File: src/rtl/scsi_dma_target_pkg.sv
// -----------------------------------------------------------------------------
// scsi_dma_target_pkg
// Shared definitions for the SCSI controller responder model:
//   - register addresses reached through the AR/data register pair
//   - CTRL and STATUS bit positions
//   - DMA state machine encoding
//   - address-register increment helper (5-bit wrap)
// -----------------------------------------------------------------------------
package scsi_dma_target_pkg;

    localparam logic [4:0] REG_CTRL   = 5'h01;
    localparam logic [4:0] REG_TC_HI  = 5'h12;
    localparam logic [4:0] REG_TC_LO  = 5'h13;
    localparam logic [4:0] REG_STATUS = 5'h17;

    localparam int CTRL_DMA_EN_BIT = 0;
    localparam int CTRL_DIR_BIT    = 1;

    localparam int STAT_BUSY_BIT = 0;
    localparam int STAT_DONE_BIT = 1;
    localparam int STAT_ERR_BIT  = 2;

    typedef enum logic [2:0] {
        ST_IDLE    = 3'd0,
        ST_REQ     = 3'd1,
        ST_XFER    = 3'd2,
        ST_RELEASE = 3'd3,
        ST_DONE    = 3'd4
    } dma_state_e;

    // AR is 5 bits wide, so 0x1F rolls over to 0x00.
    function automatic logic [4:0] ar_next(input logic [4:0] a);
        return a + 5'd1;
    endfunction

endpackage

File: src/rtl/scsi_dma_target_if.sv
// -----------------------------------------------------------------------------
// scsi_dma_target_if
// Host bus (chip select, RE/WE, DREQ_/DACK) and phase-side FIFO port of the
// SCSI controller responder.
//   master : host / phase-side driver (SDMAC side, or a testbench)
//   slave  : the controller model (scsi_dma_target)
// -----------------------------------------------------------------------------
interface scsi_dma_target_if;
    import scsi_dma_target_pkg::*;

    logic       SCSI_CS_;
    logic       A0;
    logic       RE;
    logic       WE;
    logic       DACK;
    logic [7:0] DIN;
    logic [7:0] DOUT;
    logic       DOE;
    logic       DREQ_;
    logic       INTRQ;
    logic [7:0] PH_WDATA;
    logic       PH_WVALID;
    logic       PH_WREADY;
    logic [7:0] PH_RDATA;
    logic       PH_RVALID;
    logic       PH_RREADY;

    modport master (
        output SCSI_CS_, A0, RE, WE, DACK, DIN, PH_WDATA, PH_WVALID, PH_RREADY,
        input  DOUT, DOE, DREQ_, INTRQ, PH_WREADY, PH_RDATA, PH_RVALID
    );

    modport slave (
        input  SCSI_CS_, A0, RE, WE, DACK, DIN, PH_WDATA, PH_WVALID, PH_RREADY,
        output DOUT, DOE, DREQ_, INTRQ, PH_WREADY, PH_RDATA, PH_RVALID
    );

endinterface

File: src/rtl/scsi_byte_fifo.sv
// -----------------------------------------------------------------------------
// scsi_byte_fifo
// Byte FIFO between the DMA engine and the phase-side port.
//   CPUCLK, RESET : clock, asynchronous active-high reset (discards contents)
//   push, wdata   : write request and byte
//   pop, rdata    : read request and head byte (rdata is the current head)
//   full, empty   : occupancy flags
// A push on a full FIFO is accepted when a legal pop happens in the same
// cycle; illegal pushes and pops are silently dropped.
// -----------------------------------------------------------------------------
module scsi_byte_fifo #(
    parameter int FIFO_DEPTH = 8
) (
    input  logic       CPUCLK,
    input  logic       RESET,
    input  logic       push,
    input  logic [7:0] wdata,
    input  logic       pop,
    output logic [7:0] rdata,
    output logic       full,
    output logic       empty
);
    localparam int AW = $clog2(FIFO_DEPTH);

    logic [7:0]    mem [FIFO_DEPTH];
    logic [AW-1:0] rd_ptr;
    logic [AW-1:0] wr_ptr;
    logic [AW:0]   count;
    logic          do_push;
    logic          do_pop;

    assign full    = (count == (AW+1)'(FIFO_DEPTH));
    assign empty   = (count == '0);
    assign do_pop  = pop && !empty;
    assign do_push = push && (!full || do_pop);
    assign rdata   = mem[rd_ptr];

    always_ff @(posedge CPUCLK or posedge RESET) begin
        if (RESET) begin
            rd_ptr <= '0;
            wr_ptr <= '0;
            count  <= '0;
        end else begin
            if (do_push) wr_ptr <= wr_ptr + AW'(1);
            if (do_pop)  rd_ptr <= rd_ptr + AW'(1);
            count <= count + (AW+1)'(do_push) - (AW+1)'(do_pop);
        end
    end

    // Storage carries data only; pointers alone define the valid contents.
    always_ff @(posedge CPUCLK) begin
        if (do_push) mem[wr_ptr] <= wdata;
    end

endmodule

File: src/rtl/scsi_dma_target.sv
// -----------------------------------------------------------------------------
// scsi_dma_target
// Controller-side responder for the SDMAC host interface.
//   CPUCLK : sole clock, all inputs sampled on the rising edge
//   RESET  : asynchronous active-high reset
//   bus    : host register port (SCSI_CS_/A0/RE/WE/DIN/DOUT/DOE), DMA
//            handshake (DREQ_/DACK), INTRQ, and the phase-side FIFO port
// Registers are reached indirectly: A0=0 addresses AR, A0=1 the register AR
// points at (AR auto-increments). The DMA engine moves one byte per
// DREQ_/DACK beat between the host and the FIFO, counting down TC.
// -----------------------------------------------------------------------------
module scsi_dma_target
    import scsi_dma_target_pkg::*;
#(
    parameter int FIFO_DEPTH = 8,
    parameter int TC_W       = 16
) (
    input  logic             CPUCLK,
    input  logic             RESET,
    scsi_dma_target_if.slave bus
);
    dma_state_e      state;
    logic [4:0]      ar;
    logic            dma_en, dir, done_f, err_f;
    logic [TC_W-1:0] tc;
    logic [15:0]     tc16;
    logic            re_q, we_q;
    logic            rd_act, rd_a0;
    logic            xfer_dir;
    logic [7:0]      wr_byte;
    logic [7:0]      dout_r;
    logic            doe_r, dreq_n, intrq_r;
    logic [7:0]      rd_val;
    logic            busy, data_ok, reg_sel;
    logic            re_edge, we_edge, beat_start, bad_strobe;
    logic            dma_push, dma_pop;
    logic            fifo_full, fifo_empty;
    logic [7:0]      fifo_head;

    assign tc16       = 16'(tc);
    assign busy       = (state != ST_IDLE);
    assign re_edge    = bus.RE && !re_q;
    assign we_edge    = bus.WE && !we_q;
    assign reg_sel    = !bus.SCSI_CS_ && !bus.DACK;
    assign data_ok    = dir ? !fifo_empty : !fifo_full;
    assign beat_start = bus.DACK && (dir ? re_edge : we_edge);
    assign bad_strobe = bus.DACK && (dir ? we_edge : re_edge);

    // The FIFO side of a beat happens on the cycle the host strobe ends.
    assign dma_pop  = (state == ST_XFER) &&  xfer_dir && !bus.RE;
    assign dma_push = (state == ST_XFER) && !xfer_dir && !bus.WE;

    scsi_byte_fifo #(.FIFO_DEPTH(FIFO_DEPTH)) u_fifo (
        .CPUCLK (CPUCLK),
        .RESET  (RESET),
        .push   (dma_push || bus.PH_WVALID),
        .wdata  (dma_push ? wr_byte : bus.PH_WDATA),
        .pop    (dma_pop || bus.PH_RREADY),
        .rdata  (fifo_head),
        .full   (fifo_full),
        .empty  (fifo_empty)
    );

    // A DMA push owns the FIFO write port that cycle.
    assign bus.PH_WREADY = !fifo_full && !dma_push;
    assign bus.PH_RDATA  = fifo_head;
    assign bus.PH_RVALID = !fifo_empty;
    assign bus.DOUT      = dout_r;
    assign bus.DOE       = doe_r;
    assign bus.DREQ_     = dreq_n;
    assign bus.INTRQ     = intrq_r;

    always_comb begin
        rd_val = 8'h00;
        case (ar)
            REG_CTRL:   rd_val = {6'b0, dir, dma_en};
            REG_TC_HI:  rd_val = tc16[15:8];
            REG_TC_LO:  rd_val = tc16[7:0];
            REG_STATUS: rd_val = {5'b0, err_f, done_f, busy};
            default:    rd_val = 8'h00;
        endcase
    end

    always_ff @(posedge CPUCLK) begin
        if (state == ST_REQ && beat_start) wr_byte <= bus.DIN;
    end

    always_ff @(posedge CPUCLK or posedge RESET) begin
        if (RESET) begin
            state    <= ST_IDLE;
            ar       <= '0;
            dma_en   <= 1'b0;
            dir      <= 1'b0;
            done_f   <= 1'b0;
            err_f    <= 1'b0;
            tc       <= '0;
            re_q     <= 1'b0;
            we_q     <= 1'b0;
            rd_act   <= 1'b0;
            rd_a0    <= 1'b0;
            xfer_dir <= 1'b0;
            dout_r   <= 8'h00;
            doe_r    <= 1'b0;
            dreq_n   <= 1'b1;
            intrq_r  <= 1'b0;
        end else begin
            re_q <= bus.RE;
            we_q <= bus.WE;

            // Register writes
            if (reg_sel && we_edge) begin
                if (!bus.A0) begin
                    ar <= bus.DIN[4:0];
                end else begin
                    ar <= ar_next(ar);
                    case (ar)
                        REG_CTRL: begin
                            dma_en <= bus.DIN[CTRL_DMA_EN_BIT];
                            dir    <= bus.DIN[CTRL_DIR_BIT];
                        end
                        REG_TC_HI: if (!busy) tc <= TC_W'({bus.DIN, tc16[7:0]});
                        REG_TC_LO: if (!busy) tc <= TC_W'({tc16[15:8], bus.DIN});
                        default: ;
                    endcase
                end
            end

            // Register reads: DOUT tracks the live value while RE is held;
            // side effects (AR increment, STATUS clear) land when RE drops.
            if (reg_sel && re_edge) begin
                rd_act <= 1'b1;
                rd_a0  <= bus.A0;
                doe_r  <= 1'b1;
                dout_r <= bus.A0 ? rd_val : {3'b0, ar};
            end else if (rd_act && bus.RE) begin
                dout_r <= rd_a0 ? rd_val : {3'b0, ar};
            end else if (rd_act) begin
                rd_act <= 1'b0;
                doe_r  <= 1'b0;
                dout_r <= 8'h00;
                if (rd_a0) begin
                    ar <= ar_next(ar);
                    if (ar == REG_STATUS) begin
                        done_f  <= 1'b0;
                        err_f   <= 1'b0;
                        intrq_r <= 1'b0;
                    end
                end
            end

            // Protocol violations
            if (!bus.SCSI_CS_ && bus.DACK) err_f <= 1'b1;
            if (bus.DACK && (state == ST_IDLE || state == ST_RELEASE)) err_f <= 1'b1;

            // DMA engine
            case (state)
                ST_IDLE: begin
                    if (dma_en && tc != '0 && data_ok) begin
                        state  <= ST_REQ;
                        dreq_n <= 1'b0;
                    end
                end
                ST_REQ: begin
                    if (!dma_en) begin
                        state  <= ST_IDLE;
                        dreq_n <= 1'b1;
                    end else if (beat_start) begin
                        state    <= ST_XFER;
                        xfer_dir <= dir;
                        if (dir) begin
                            dout_r <= fifo_head;
                            doe_r  <= 1'b1;
                        end
                    end else if (bad_strobe) begin
                        err_f <= 1'b1;
                    end
                end
                ST_XFER: begin
                    // DMA_EN is not checked here so a started beat always completes.
                    if (xfer_dir ? !bus.RE : !bus.WE) begin
                        state  <= ST_RELEASE;
                        tc     <= tc - TC_W'(1);
                        dreq_n <= 1'b1;
                        if (xfer_dir) begin
                            doe_r  <= 1'b0;
                            dout_r <= 8'h00;
                        end
                    end
                end
                ST_RELEASE: begin
                    if (tc == '0) begin
                        state <= ST_DONE;
                    end else if (dma_en && data_ok) begin
                        state  <= ST_REQ;
                        dreq_n <= 1'b0;
                    end else begin
                        state <= ST_IDLE;
                    end
                end
                ST_DONE: begin
                    done_f  <= 1'b1;
                    intrq_r <= 1'b1;
                    dma_en  <= 1'b0;
                    state   <= ST_IDLE;
                end
                default: state <= ST_IDLE;
            endcase
        end
    end

endmodule

File: src/flat_wrapper.sv
// flat-port wrapper written by rule: the top's interface ports become plain ports
module scsi_dma_target_flat import scsi_dma_target_pkg::*;
#(
    parameter int FIFO_DEPTH = 8,
    parameter int TC_W       = 16
)
  (CPUCLK, RESET, bus_SCSI_CS_, bus_A0, bus_RE, bus_WE, bus_DACK, bus_DIN, bus_PH_WDATA, bus_PH_WVALID, bus_PH_RREADY, bus_DOUT, bus_DOE, bus_DREQ_, bus_INTRQ, bus_PH_WREADY, bus_PH_RDATA, bus_PH_RVALID);
  scsi_dma_target_if bus_i ();
  input  logic CPUCLK;
  input  logic RESET;
  input wire logic [$bits(bus_i.SCSI_CS_)-1:0] bus_SCSI_CS_;
  input wire logic [$bits(bus_i.A0)-1:0] bus_A0;
  input wire logic [$bits(bus_i.RE)-1:0] bus_RE;
  input wire logic [$bits(bus_i.WE)-1:0] bus_WE;
  input wire logic [$bits(bus_i.DACK)-1:0] bus_DACK;
  input wire logic [$bits(bus_i.DIN)-1:0] bus_DIN;
  input wire logic [$bits(bus_i.PH_WDATA)-1:0] bus_PH_WDATA;
  input wire logic [$bits(bus_i.PH_WVALID)-1:0] bus_PH_WVALID;
  input wire logic [$bits(bus_i.PH_RREADY)-1:0] bus_PH_RREADY;
  output wire logic [$bits(bus_i.DOUT)-1:0] bus_DOUT;
  output wire logic [$bits(bus_i.DOE)-1:0] bus_DOE;
  output wire logic [$bits(bus_i.DREQ_)-1:0] bus_DREQ_;
  output wire logic [$bits(bus_i.INTRQ)-1:0] bus_INTRQ;
  output wire logic [$bits(bus_i.PH_WREADY)-1:0] bus_PH_WREADY;
  output wire logic [$bits(bus_i.PH_RDATA)-1:0] bus_PH_RDATA;
  output wire logic [$bits(bus_i.PH_RVALID)-1:0] bus_PH_RVALID;
  assign bus_i.SCSI_CS_ = bus_SCSI_CS_;
  assign bus_i.A0 = bus_A0;
  assign bus_i.RE = bus_RE;
  assign bus_i.WE = bus_WE;
  assign bus_i.DACK = bus_DACK;
  assign bus_i.DIN = bus_DIN;
  assign bus_i.PH_WDATA = bus_PH_WDATA;
  assign bus_i.PH_WVALID = bus_PH_WVALID;
  assign bus_i.PH_RREADY = bus_PH_RREADY;
  assign bus_DOUT = bus_i.DOUT;
  assign bus_DOE = bus_i.DOE;
  assign bus_DREQ_ = bus_i.DREQ_;
  assign bus_INTRQ = bus_i.INTRQ;
  assign bus_PH_WREADY = bus_i.PH_WREADY;
  assign bus_PH_RDATA = bus_i.PH_RDATA;
  assign bus_PH_RVALID = bus_i.PH_RVALID;
  scsi_dma_target #(.FIFO_DEPTH(FIFO_DEPTH), .TC_W(TC_W)) u_core (.CPUCLK(CPUCLK), .RESET(RESET), .bus(bus_i));
endmodule
File: config.mk
export PLATFORM = sky130hd
export DESIGN_NAME = scsi_dma_target_flat
export DESIGN_NICKNAME = d
export VERILOG_FILES = /design/src/rtl/scsi_dma_target_pkg.sv /design/src/rtl/scsi_dma_target_if.sv /design/src/rtl/scsi_byte_fifo.sv /design/src/rtl/scsi_dma_target.sv /design/src/flat_wrapper.sv
export SDC_FILE = /design/constraint.sdc
export NUM_CORES = 1
export LEC_CHECK = 0
export BUFFER_PORTS_ARGS = -buffer_cell sky130_fd_sc_hd__clkbuf_2
export CAP_MARGIN = 20
export CORE_AREA = 4 4 102 128
export CTS_CLUSTER_SIZE = 25
export DETAILED_ROUTE_END_ITERATION = 6
export DIE_AREA = 0 0 106 132
export GPL_TIMING_DRIVEN = 0
export PLACE_DENSITY = 0.74
export SYNTH_ARGS = -nofsm -noshare
export SYNTH_HDL_FRONTEND = slang
export SYNTH_SLANG_ARGS = --single-unit
export TNS_END_PERCENT = 1
File: constraint.sdc
create_clock -name CPUCLK -period 2.8 [get_ports CPUCLK]
set_input_delay 0.42 -clock CPUCLK [delete_from_list [all_inputs] [get_ports CPUCLK]]
set_output_delay 0.42 -clock CPUCLK [all_outputs]
set_load 0.01 [all_outputs]
### Word level (Yosys, flattened, before mapping)

Memories as Yosys holds them, arrays and structs flattened.
Index checks and enable logic that the tools add are counted.

| word-level totals | value |
|---|---|
| input bits | 25 |
| output and inout bits | 21 |
| flip-flop bits (word level) | 61 |
| bits in latches | 0 |
| memories | 1 |
| ROM bits | 0 |
| bits in writable memories | 64 |
| logic and storage cells | 174 |

| operators by class | value |
|---|---|
| bitwise gates (word level) | 0 |
| reductions and logical operators | 53 |
| $lt $le $gt $ge | 0 |
| equality and inequality tests | 18 |
| muxes and demuxes | 77 |
| multiply operators | 0 |
| shift-type cells | 0 |
| add/sub/neg operators | 6 |
| div/mod/pow operators | 0 |

Memory list:

| name | depth | bits a word | rd ports | clocked after memory_dff | write ports | RTL line | RTL |
|---|---|---|---|---|---|---|---|
| u_core.u_fifo.mem | 8 | 8 | 1 | 0 | 1 | scsi_byte_fifo.sv:25 | `logic [7:0] mem [FIFO_DEPTH];` |

Operator list:

| kind | count |
|---|---|
| $mux 8 | 12 |
| $mux 16 | 5 |
| $mux 1 | 43 |
| $pmux 16 s2 | 1 |
| $pmux 8 s4 | 1 |
| $mux 5 | 6 |
| $logic_and 1x1->1 | 21 |
| $logic_not 16->1 | 1 |
| $pmux 8 s2 | 1 |
| $reduce_bool 16->1 | 1 |
| $sub 16x1->16 const B | 1 |
| $eq 5x5->1 const B | 3 |
| $mux 3 | 5 |
| $ne 2x2->1 const B | 7 |
| $pmux 3 s4 | 1 |
| $reduce_and 3->1 | 4 |
| $reduce_bool 2->1 | 6 |
| $logic_not 1->1 | 10 |
| $add 3x1->3 const B | 2 |
| $eq 3x2->1 const B | 2 |
| $reduce_and 6->1 | 1 |
| $add 5x1->5 const B | 1 |
| $eq 5x1->1 const B | 1 |
| $reduce_and 5->1 | 1 |
| other kinds (14) | 17 |

### Logic depth before layout (Yosys ltp)

Gate-level depths: netlist of run 1.

| depth | value |
|---|---|
| word-level depth | 12 |
| depth in mapped cells | 12 |
| mapped depth without buffers | 11 |

### Cells and area by module

A second synthesis of run 1 with hierarchy kept.

| unflattened totals | value |
|---|---|
| cells, all modules | 513 |
| area total of the unflattened synthesis | 6357.3 sq um |

Modules (own cells, without submodules):

| module | cells an instance | sequential area each (sq um) | area an instance (sq um) | times used |
|---|---|---|---|---|
| scsi_dma_target | 359 | 1317.5 | 3260.6 | 1 |
| scsi_byte_fifo | 154 | 2172.1 | 3096.7 | 1 |

### Worst setup path before layout of run 1

OpenSTA, ideal clock, no wires.

| path | value |
|---|---|
| path type | register to register |
| start point | reg u_core.state[2] |
| end point | mem u_core.u_fifo.mem[2][0], enable pin |
| required time | 2.402 ns |
| setup time | 0.398 ns |
| data arrival time | 2.402 ns |
| cell stages (with the launch flop) | 8 |
| clock period less this slack | 2.800 ns |
| setup slack | 0.000 ns |
| path buffers | 2 |
| cells stage by stage | dfrtp_1 > buf_2 > nor3b_2 > nand2_1 > nand2b_1 > o21ai_1 > buf_2 > nor4b_1 |

| on the way | value |
|---|---|
| longest elaborated chain between the ends | 9 |

RTL lines:

| element | RTL line | RTL |
|---|---|---|
| from (decl) | scsi_dma_target.sv:22 | `dma_state_e state;` |
| from (signal assigned) | scsi_dma_target.sv:90 | `state <= ST_IDLE;` |
| from (signal assigned) | scsi_dma_target.sv:159 | `state <= ST_REQ;` |
| from (signal assigned) | scsi_dma_target.sv:165 | `state <= ST_IDLE;` |
| $eq 3x2->1 (*) | scsi_dma_target.sv:50, scsi_dma_target.sv:51 |  |
| $logic_and 1x1->1 (2 in series) | scsi_dma_target.sv:50 | `assign dma_pop = (state == ST_XFER) && xfer_dir && !bus.RE;` |
| $logic_or 1x1->1 | scsi_dma_target.sv:58 | `.pop (dma_pop \|\| bus.PH_RREADY),` |
| $logic_and 1x1->1 | scsi_byte_fifo.sv:34 | `assign do_pop = pop && !empty;` |
| $logic_or 1x1->1 | scsi_byte_fifo.sv:35 | `assign do_push = push && (!full \|\| do_pop);` |
| $logic_and 1x1->1 (*) | scsi_byte_fifo.sv:35 |  |
| $mux 1 (*) | scsi_byte_fifo.sv:52 | `if (do_push) mem[wr_ptr] <= wdata;` |
| $mux 1 (not written as such) (*) | scsi_byte_fifo.sv:52 |  |
| to (decl) | scsi_byte_fifo.sv:25 |  |

Mark *: on every way between the ends. The rest lies on a longest branch, timed or not.

### Final worst setup path of run 1

| path | value |
|---|---|
| start point | reg u_core.u_fifo.rd_ptr[2] |
| end point | out bus_PH_RDATA[6] |

| on the way | value |
|---|---|
| longest elaborated chain between the ends | 1 |

RTL lines:

| element | RTL line | RTL |
|---|---|---|
| from (decl) | scsi_byte_fifo.sv:26 | `logic [AW-1:0] rd_ptr;` |
| from (signal assigned) | scsi_byte_fifo.sv:45 | `if (do_pop) rd_ptr <= rd_ptr + AW'(1);` |
| $mem_v2 8x8 | n/a |  |
| to (decl) | flat_wrapper.sv:25 | `output wire logic [$bits(bus_i.PH_RDATA)-1:0] bus_PH_RDATA;` |

Every way passes these cells.

==> results.toml, run 1 <==
[power_and_ir_drop]
p_comb_frac = 0.291
switching_power_uw = 2090
pwr-share-seq = 0.376
clkPwrFrac = 0.333
p_leak_uw = 0.00287
swShare = 0.318
irDropWorstVdd_mv = 0.439
p_int_uw = 4480
power_density_nw_per_um2 = 882

[placed_design]
io_buffers = 45
place_area_sq_um = 6800
place_inst = 714
post-dp-hpwl_microns = 11600
globalplace.congestion = 0.937

[critical_path]
crit_arrival_ps = 2360
critPathMaxFanout = 10
critical_path_required_ps = 2380
max_stage_delay_ps = 570
critical_path_class = "flip-flop to output pin"
cp_cell_sequence = "clkbuf_1 > mux4_2 > mux2_2 > clkbuf_2"
end_kind = "output pin"
startpoint_type = "flip-flop"
path_buf_inv = 2
crit_slowest_cell = "clkbuf_1"
crit_family = "multiplexers"

[grt]
grt_max_degree = 40
grt_pass1_wl_microns = 25100
gr-total-overflow = 0
grt_usage = 0.235
grt_pass1_vias = 4605
antenna_found_initial = 0

[drt]
drt-initial-drc-count = 460
wl_met2_microns = 8420
top_layer_used = "met4"
post_drt_wl_per_cell_microns = 21.4
wl_met3_microns = 1130
ant_nets = 0
drc = 0
firstDrtPassIters = 5
wirelength_microns = 16000
vias = 4644
met1_length_microns = 6080
viasPerCell = 6.22

[sta]
rsz0062_at_grt = "true"
fin_crit_ps = 2780
clock_skew_ps = 9.46
hold_ws_ps = 196
worst_slew_pin_slew_ps = 985
fin_crit_sh = 0.991
fmax_mhz = 360
hold_viol = 0
drv_slew = 0
slew_headroom = 0.341
setup_violations = 0

[clocking]
cts.path.max_buffers = 2
clk_latency_ps = 420
clock_sinks = 125
path_clk_slew_ps = 60
cts_tree = "built"
h-tree-depth = 4
clockRootBuffer = "clkbuf_16"
cts_buffers = 17

[cells_and_area]
diodes = 0
drive_gt1_frac = 0.278
nets = 608
postLayoutCoreUtil = 0.625
fin_cells = 747
fin_area_sq_um = 7450
area_delta_synth_final_pct = 18.9

[yosys]
synth_compound_area_frac = 0.124
ys_types = 75
yosys.area.top_type_share = 0.345
synth_area_leaders = "edfxtp_1, dfrtp_1, mux4_2, mux2_2, a21oi_1"
synthSimpleGateAreaFrac = 0.140
ys_warn_count = 0
synthAdderAreaFrac = 0.0271
syn_avg_cell_area_sq_um = 12.6
synth_top_family_by_area = "simple AND/OR/NAND/NOR gates"
yosysTopAreaCell = "edfxtp_1"
syn-num-nets = 535
synthXorXnorAreaFrac = 0.0140
synthMuxAreaShare = 0.103
ys_ff_latch = 125
synth_area_sq_um = 6270
synth_edf_count = 72
syn_inst = 497
async_flop_share = 0.424
synthFlopType = "edfxtp_1"
yosysSeqAreaShare = 0.556

[worst_hold_path]
holdCritPathClass = "input port to flip-flop"

[floorplanning]
core-area_sq_um = 11900
die_y_microns = 132
die-area_sq_um = 14000
rows = 45
initial_utilization = 0.525
die_x_microns = 106
io_pins = 46

[outcome]
status = "completed"

[run]
maxCapViolCount = 0
[worst reg2reg max path, delay by kind of cell (launching register included)]
family                     cells  cell delay (ps)
AOI/OAI and AO/OA              2              270
xor gates and xnor gates       1              170
adders and majority gates      3              900
buffers and inverters          2              190
DFF                            1              460
and+or+nand+nor                2              610
[flip-flops by register name, summed over array words and instances, names as in the netlist, 3 cells and up]
signal and flops:
u_core.ar 5, u_core.bus.DOUT 8, u_core.state 3, u_core.tc 16, u_core.u_fifo.count 4, u_core.u_fifo.mem 64, u_core.u_fifo.rd_ptr 3, u_core.u_fifo.wr_ptr 3
u_core.wr_byte 8
[cells in the final DEF (no fill, tap or decap), drive strengths merged, types with 5 or more instances in the layout]
master	count
o21ai	23
a22o	8
dfrtp	52
clkbuf	78
o211ai	5
or3	5
clkinv	5
buf	22
mux2i	5
nor2	31
mux2	21
nand4	5
ha	12
a221oi	8
and3	5
nand3	18
mux4	16
a21oi	31
inv	21
o221ai	5
nor3	12
nor4b	7
xor2	6
edfxtp	72
nor2b	5
o311ai	5
nand2	28
[layer usage]
layer	up-vias	global-route usage
li1	2086	-
met1	2324	0.283
met2	206	0.409
met3	28	0.0637
met4	0	0.0785
met5	-	0
[power groups by stage]
stage                     sequential [uW]  combinational (uW)  clock [uW]
final                                2470                1910        2190
after CTS                            2470                1930        2220
after detailed placement             2500                1890           0
after global placement               2490                1770           0
after floorplan                      2450                1290           0
after global routing                 2500                2090        2310
[area by class of cell]
class                           count  area (sq um)
Multi-Input combinational cell    325          2620
Clock buffer                       18           439
Clock inverter                     14           158
Fill cell                         950          4480
Tap cell                          164           205
Sequential cell                   125          3490
Inverter                           16          60.1
Buffer                             30           170
Timing Repair Buffer               55           313
[cell families (layout without fill, tap and decap cells)]
logic type               count (synthesis)  in the layout
AO/OA/AOI/OAI                          113            113
XOR/XNOR                                10             10
adder cells (fa/ha/maj)                 13             13
buffers and inverters                   47            133
flip-flops                             125            125
multiplexers                            42             42
AND/OR/NAND/NOR                        147            147
[Yosys cell counts, types with 3 or more instances]
| master | instances |
|---|---|
| clkbuf_1 | 14 |
| nand2_1 | 27 |
| o211ai_1 | 5 |
| mux4_2 | 16 |
| o221ai_1 | 5 |
| nor2_1 | 30 |
| xor2_1 | 6 |
| mux2i_1 | 5 |
| nand2b_1 | 4 |
| nor3_1 | 11 |
| a221oi_1 | 8 |
| mux2_2 | 21 |
| nor4b_1 | 5 |
| o311ai_0 | 5 |
| inv_1 | 16 |
| edfxtp_1 | 72 |
| a221o_1 | 4 |
| and3_1 | 5 |
| or3_1 | 4 |
| dfrtp_1 | 52 |
| nand4_1 | 5 |
| a211oi_1 | 3 |
| nand3_1 | 18 |
| nor4_1 | 3 |
| buf_1 | 5 |
| nand3b_1 | 4 |
| o21ai_0 | 20 |
| xnor2_1 | 4 |
| a21oi_1 | 31 |
| o31ai_1 | 3 |
| ha_1 | 12 |
| a22o_1 | 7 |
| buf_2 | 8 |
| nor2b_1 | 5 |
[repair_timing]
action / CTS / global route
hold buffers: 1 / 0
setup endpoints to repair: 31 / 27
resized for setup: 5 / 8
endpoints found under the hold margin: 14 / 0
buffers inserted: 0 / 1
pin swaps: 0 / 2
[path summary, 6_finish.rpt]
check	depth (start not counted)	start	to	slack, ps
setup / recovery	4	u_core.u_fifo.rd_ptr[2]	bus_PH_RDATA[6]	20
hold / removal	1	bus_WE	u_core.we_q	200
setup reg to reg	10	u_core.state[1]	u_core.u_fifo.count[2]	80
hold reg to reg	2	u_core.xfer_dir	u_core.xfer_dir	510
max in group asynchronous	4	RESET	u_core.bus.DREQ_	1710
min in group asynchronous	3	RESET	u_core.tc[10]	510
[per-stage QoR]
step                      setup WS, ps  TNS [ps]  power [uW]
after detailed placement          -169     -1540        4390
final                             24.4         0        6570
after global routing             -54.0      -190        6900
after global placement           -1040    -44550        4250
after CTS                        -40.0     -40.0        6620
after floorplan                  0.227         0        3730
Power figures use the tool's default switching activity.
==> run 2: changes to the inputs <==
PLACE_DENSITY = unset   (was 0.74)
PLACE_DENSITY_LB_ADDON = 0.12   (was unset)
==> run 2 against run 1 <==
Against the previous run:
- total power rose by 0.20%
- critical path depth unchanged
- non-clock buffer count grew 1
- critical endpoint is now bus_PH_RDATA[7]
- die area stayed put
- largest power group unchanged
- worst hold slack worse by 120 ps
- final cell count increased by 0.13%
- sequential share of layout area decreased by 0.093 points
- utilization up 0.15 points
==> results.toml, run 2 (same netlist as run 1, synthesis figures left out) <==
[clocking]
cts.path.max_buffers = 2
clock_sinks = 125
h-tree-depth = 4
clockRootBuffer = "clkbuf_16"
cts_tree = "built"
cts_buffers = 17
path_clk_slew_ps = 60
clk_latency_ps = 410

[critical_path]
critical_path_required_ps = 2380
crit_slowest_cell = "clkbuf_1"
max_stage_delay_ps = 510
r2r_start = "u_core.state[2]"
critPathMaxFanout = 10
startpoint_type = "flip-flop"
critical_path_class = "flip-flop to output pin"
critPathLaunch = "u_core.u_fifo.rd_ptr[2]"
end_kind = "output pin"
cp_cell_sequence = "clkbuf_1 > mux4_2 > mux2_2 > clkbuf_2"
crit_arrival_ps = 2270

[drt]
ant_nets = 0
drt-initial-drc-count = 359
viasPerCell = 6.22
drc = 0
firstDrtPassIters = 6
wirelength_microns = 16300
vias = 4650
post_drt_wl_per_cell_microns = 21.8

[floorplanning]
initial_utilization = 0.525
rows = 45
core-area_sq_um = 11900
die_x_microns = 106
io_pins = 46
die-area_sq_um = 14000
die_y_microns = 132

[sta]
worst_slew_pin_slew_ps = 965
fin_crit_sh = 0.960
fmax_mhz = 372
slew_headroom = 0.355
setup_violations = 0
setup_tns_ps = 0
fin_crit_ps = 2690
hold_viol = 0
drv_slew = 0
clock_skew_ps = 10.2

[cells_and_area]
nets = 609
fin_area_sq_um = 7470
fin_cells = 748
largest_register = "u_core.u_fifo.mem"
reg_top3 = "u_core.u_fifo.mem x64, u_core.tc x16"
largest_register_ff_count = 64
area_delta_synth_final_pct = 19.2
final_cell_mix = "edfxtp_1, dfrtp_1, clkbuf_2"
diodes = 0
postLayoutCoreUtil = 0.626
drive_gt1_frac = 0.284
layout_commonest_cell = "edfxtp_1"

[placed_design]
place_area_sq_um = 6800
place_inst = 712
post-dp-hpwl_microns = 11700
globalplace.congestion = 0.893
io_buffers = 45

[power_and_ir_drop]
fin_total_pwr_uw = 6580
p_leak_uw = 0.00287
power_density_nw_per_um2 = 881
irDropWorstVdd_mv = 0.446

[grt]
grt_usage = 0.244
grt_pass1_vias = 4796
grt_max_degree = 28
grt_pass1_wl_microns = 26100
gr-total-overflow = 0
antenna_found_initial = 0

[outcome]
status = "completed"

[run]
maxCapViolCount = 0

[worst_hold_path]
holdCritPathClass = "input port to asynchronous set/reset pin"
run 2: cell types whose count changed in the layout (fill, tap and decap cells not counted), sizes merged:
| cell | delta |
|---|---|
| clkinvlp | +3 |
| inv | -3 |
| buf | +2 |
| bufinv | +1 |
| clkbuf | -1 |
| dlygate4sd3 | -1 |
run 2: cell type report:
type	count	area [sq um]
fillers	981	4460
flip-flops and latches	125	3490
multi-input cells	325	2630
clock buffers	17	425
repair buffers	55	313
well taps	164	205
plain buffers	31	173
clock inverters	15	171
inverters	16	60.1
run 2: critical path, delay by kind of cell (launching register included):
family | cells | cell delay [ps]
flops | 1 | 490
mux | 2 | 720
buf+inv | 2 | 650
run 2: power by group:
part / internal [uW] / total (uW) / leakage (uW) / switching (uW)
Combinational: 863 / 1920 / 0.00126 / 1050
Sequential: 2270 / 2470 / 0.00134 / 197
Clock: 1390 / 2200 / 0.000277 / 809
run 2: final timing paths:
kind / to / slack (ps) / depth (start not counted)
min: u_core.tc[4] / 70 / 2
max reg2reg: u_core.u_fifo.count[2] / 110 / 11
max: bus_PH_RDATA[7] / 110 / 4
min in group CPUCLK: u_core.we_q / 200 / 1
max in group asynchronous: u_core.bus.DREQ_ / 2080 / 3
min reg2reg: u_core.bus.DREQ_ / 520 / 2
run 2: routing by layer:
metal	global-route usage	vias to the layer above	share of wire
li1	-	2089	-
met1	0.295	2322	0.38
met2	0.415	201	0.52
met3	0.0524	38	0.061
met4	0.118	0	0.033
met5	0	-	0
run 2: timing repair:
action / in CTS / in global routing
setup endpoints to repair: 43 / 19
gates resized for setup: 8 / 7
setup buffers: 1 / 3
pin swaps: 1 / 1
hold buffers: 0 / 0
run 2: per-stage QoR:
step                setup WS [ps]  hold WS, ps
finish                        112         73.6
global route                -7.38          116
CTS                          31.1         85.0
detailed placement           -243          502
global placement            -1270          477
floorplan                   0.227          451
==> run 3: changes to the inputs <==
CORE_AREA = 4 4 106 134   (was 4 4 102 128)
DIE_AREA = 0 0 110 138   (was 0 0 106 132)
SYNTH_HIERARCHICAL = 1   (was unset)
==> run 3 against run 2 <==
Against the previous run:
- design area is 3.8% higher
- global-route usage is 0.82 points lower
- synthesized cell count is 3.2% higher
- register-to-register slack hardly changed
- routed wire length is 4.1% higher
==> results.toml, run 3 <==
[outcome]
status = "completed"

[critical_path]
max_stage_delay_ps = 460
crit_family = "simple AND/OR/NAND/NOR gates"
critical_path_class = "flip-flop to flip-flop"
r2r_slack_ps = 110
timing.rr.end = "u_core/u_fifo/count[2]"
path_buf_inv = 3
critPathMaxFanout = 10
end_kind = "flip-flop"
startpoint_type = "flip-flop"
critical_path_required_ps = 3100
crit_slowest_cell = "or3b_4"
r2r_start = "u_core/state[0]"
reg2regPathDepth = 11
cp_cell_sequence = "buf_6 > or3b_4 > or3_4 > buf_8 > nand2b_4 > nand2_1 > mux2i_1 > ha_2 > inv_1 > fa_1 > xnor2_1"
crit_arrival_ps = 2990

[grt]
grt_usage = 0.236
grt-busiest-layer = "met2"
grt_pass1_vias = 4690
gr-total-overflow = 0
use_met1 = 0.286
grt_max_degree = 26
grt_pass1_wl_microns = 26600
use_met3 = 0.0434
antenna_found_initial = 0
grt_use_met2 = 0.398

[power_and_ir_drop]
clkPwrFrac = 0.334
swShare = 0.315
p_comb_frac = 0.301
irDropWorstVdd_mv = 0.636
p_leak_uw = 0.00296
p_int_uw = 4700
pwr-share-seq = 0.365
fin_total_pwr_uw = 6860
power_density_nw_per_um2 = 884
switching_power_uw = 2160

[drt]
vias = 4710
ant_nets = 0
drt-initial-drc-count = 363
firstDrtPassIters = 6
drc = 0
viasPerCell = 6.09
wirelength_microns = 17000
post_drt_wl_per_cell_microns = 22.0

[cells_and_area]
largest_register_ff_count = 64
diodes = 0
nets = 627
fin_area_sq_um = 7760
reg_top3 = "u_core/u_fifo/mem x64, u_core/tc x16"
final_cell_mix = "edfxtp_1, dfrtp_1, clkbuf_2"
fill_cells = 1049
layout_commonest_cell = "edfxtp_1"
multi_input_area_sq_um = 2790
area_delta_synth_final_pct = 22.0
postLayoutCoreUtil = 0.597
sequential_cell_area_sq_um = 3490
drive_gt1_frac = 0.257
fin_cells = 774
largest_register = "u_core/u_fifo/mem"

[sta]
hold_viol = 0
fmax_mhz = 372
drv_slew = 0
rsz0062_at_grt = "true"
clock_skew_ps = 7.72
fin_crit_sh = 0.960
setup_violations = 0
fin_crit_ps = 2690
slew_headroom = 0.411
setup_tns_ps = 0
worst_slew_pin_slew_ps = 877

[placed_design]
io_buffers = 44
place_inst = 732
post-dp-hpwl_microns = 12300
place_area_sq_um = 6870
globalplace.congestion = 0.914

[yosys]
synth_edf_count = 72
async_flop_share = 0.424
yosysMostFrequentCell = "edfxtp_1"
syn_inst = 513
synth_area_leaders = "edfxtp_1, dfrtp_1, mux4_1, mux2_2, nand2_1"
syn_avg_cell_area_sq_um = 12.4
syn-num-nets = 550
yosysTopAreaCell = "edfxtp_1"
yosysSeqAreaShare = 0.549
synth_common_cells = "edfxtp_1, dfrtp_1, nand2_1, nor2_1"
ys_types = 73
ys_warn_count = 6
yosys.area.top_type_share = 0.340
ys_ff_latch = 125
synth_area_sq_um = 6360
synthFlopType = "edfxtp_1"

[floorplanning]
initial_utilization = 0.489
io_pins = 46
die_y_microns = 138
core-area_sq_um = 13000
rows = 47
die_x_microns = 110
die-area_sq_um = 15200

[run]
maxCapViolCount = 0

[clocking]
cts.path.max_buffers = 2
clk_latency_ps = 420
h-tree-depth = 4
clockRootBuffer = "clkbuf_16"
path_clk_slew_ps = 60
cts_tree = "built"
clock_sinks = 125
cts_buffers = 17

[worst_hold_path]
min_path_cells = 1
holdCritPathClass = "input port to flip-flop"
hold-path-endpoint = "u_core/re_q"
min_from = "bus_RE"
[run 3: cell types whose count changed after synthesis, sizes merged, moves of 4 or more]
cell / before / now
or3: 5 / 10
o22ai: 1 / 6
or2: 0 / 4
o221ai: 5 / 1
nand2b: 4 / 14
a21oi: 31 / 17
nor4b: 7 / 3
a22o: 8 / 4
a221oi: 8 / 0
nor3: 12 / 17
nand2: 28 / 39
a22oi: 2 / 11
[run 3: how the worst max path moves through the flow]
| stage | from | to | cells past startpoint |
|---|---|---|---|
| 3_5_place_dp | u_core/state[0] | u_core/u_fifo/mem[5][6] | 8 |
| 3_3_place_gp | u_core/state[0] | u_core/u_fifo/mem[0][1] | 8 |
| 6_report | u_core/state[0] | u_core/u_fifo/count[2] | 11 |
| 4_1_cts | u_core/u_fifo/rd_ptr[2] | bus_PH_RDATA[2] | 5 |
| 5_1_grt | u_core/state[0] | u_core/u_fifo/count[2] | 11 |
| 2_1_floorplan | u_core/state[0] | u_core/u_fifo/mem[4][0] | 8 |
[run 3: timing repair]
item	CTS	global route
hold buffers	1	0
hold endpoints to repair	10	0
resized for setup	18	8
endpoints found under the setup margin	67	71
gates cloned	0	0
pin swaps	9	5
buffers inserted	10	1
[run 3: cell type report]
type                       instances  share of cell area
buffer                            26              0.0194
clock inverter                    15              0.0252
tap                              171              0.0276
timing repair buffer              60              0.0540
sequential                       125               0.450
inverter                          19             0.00920
multi-input combinational        341               0.360
clock buffer                      17              0.0548
[run 3: kinds of logic (layout without fill, tap and decap cells)]
group,after synthesis,count (layout),synth area share
flip-flops,125,125,0.549
multiplexers,42,42,0.111
XOR/XNOR,10,10,0.0138
AND/OR/NAND/NOR,174,174,0.154
adder cells (fa/ha/maj),12,12,0.0248
AO/OA/AOI/OAI,103,103,0.112
buffers and inverters,47,137,0.0356
[run 3: metrics by stage]
stage                     hold WS, ps  worst slack [ps]
after global routing              126             -33.2
after CTS                         122              1.42
after detailed placement          433              -876
after global placement            408             -1680
final                             141               112
after floorplan                   260              -284
[run 3: routing by layer]
metal | part of all wire | vias up
li1 | - | 2150
met1 | 0.38 | 2346
met2 | 0.53 | 168
met3 | 0.049 | 46
met4 | 0.039 | 0
met5 | 0 | -
[run 3: power groups by stage]
stage / registers [uW] / clock network (uW) / logic (uW)
detailed placement: 2500 / 0 / 1920
finish: 2500 / 2290 / 2060
global route: 2540 / 2410 / 2250
global placement: 2480 / 0 / 1860
CTS: 2480 / 2330 / 2080
floorplan: 2450 / 0 / 1300
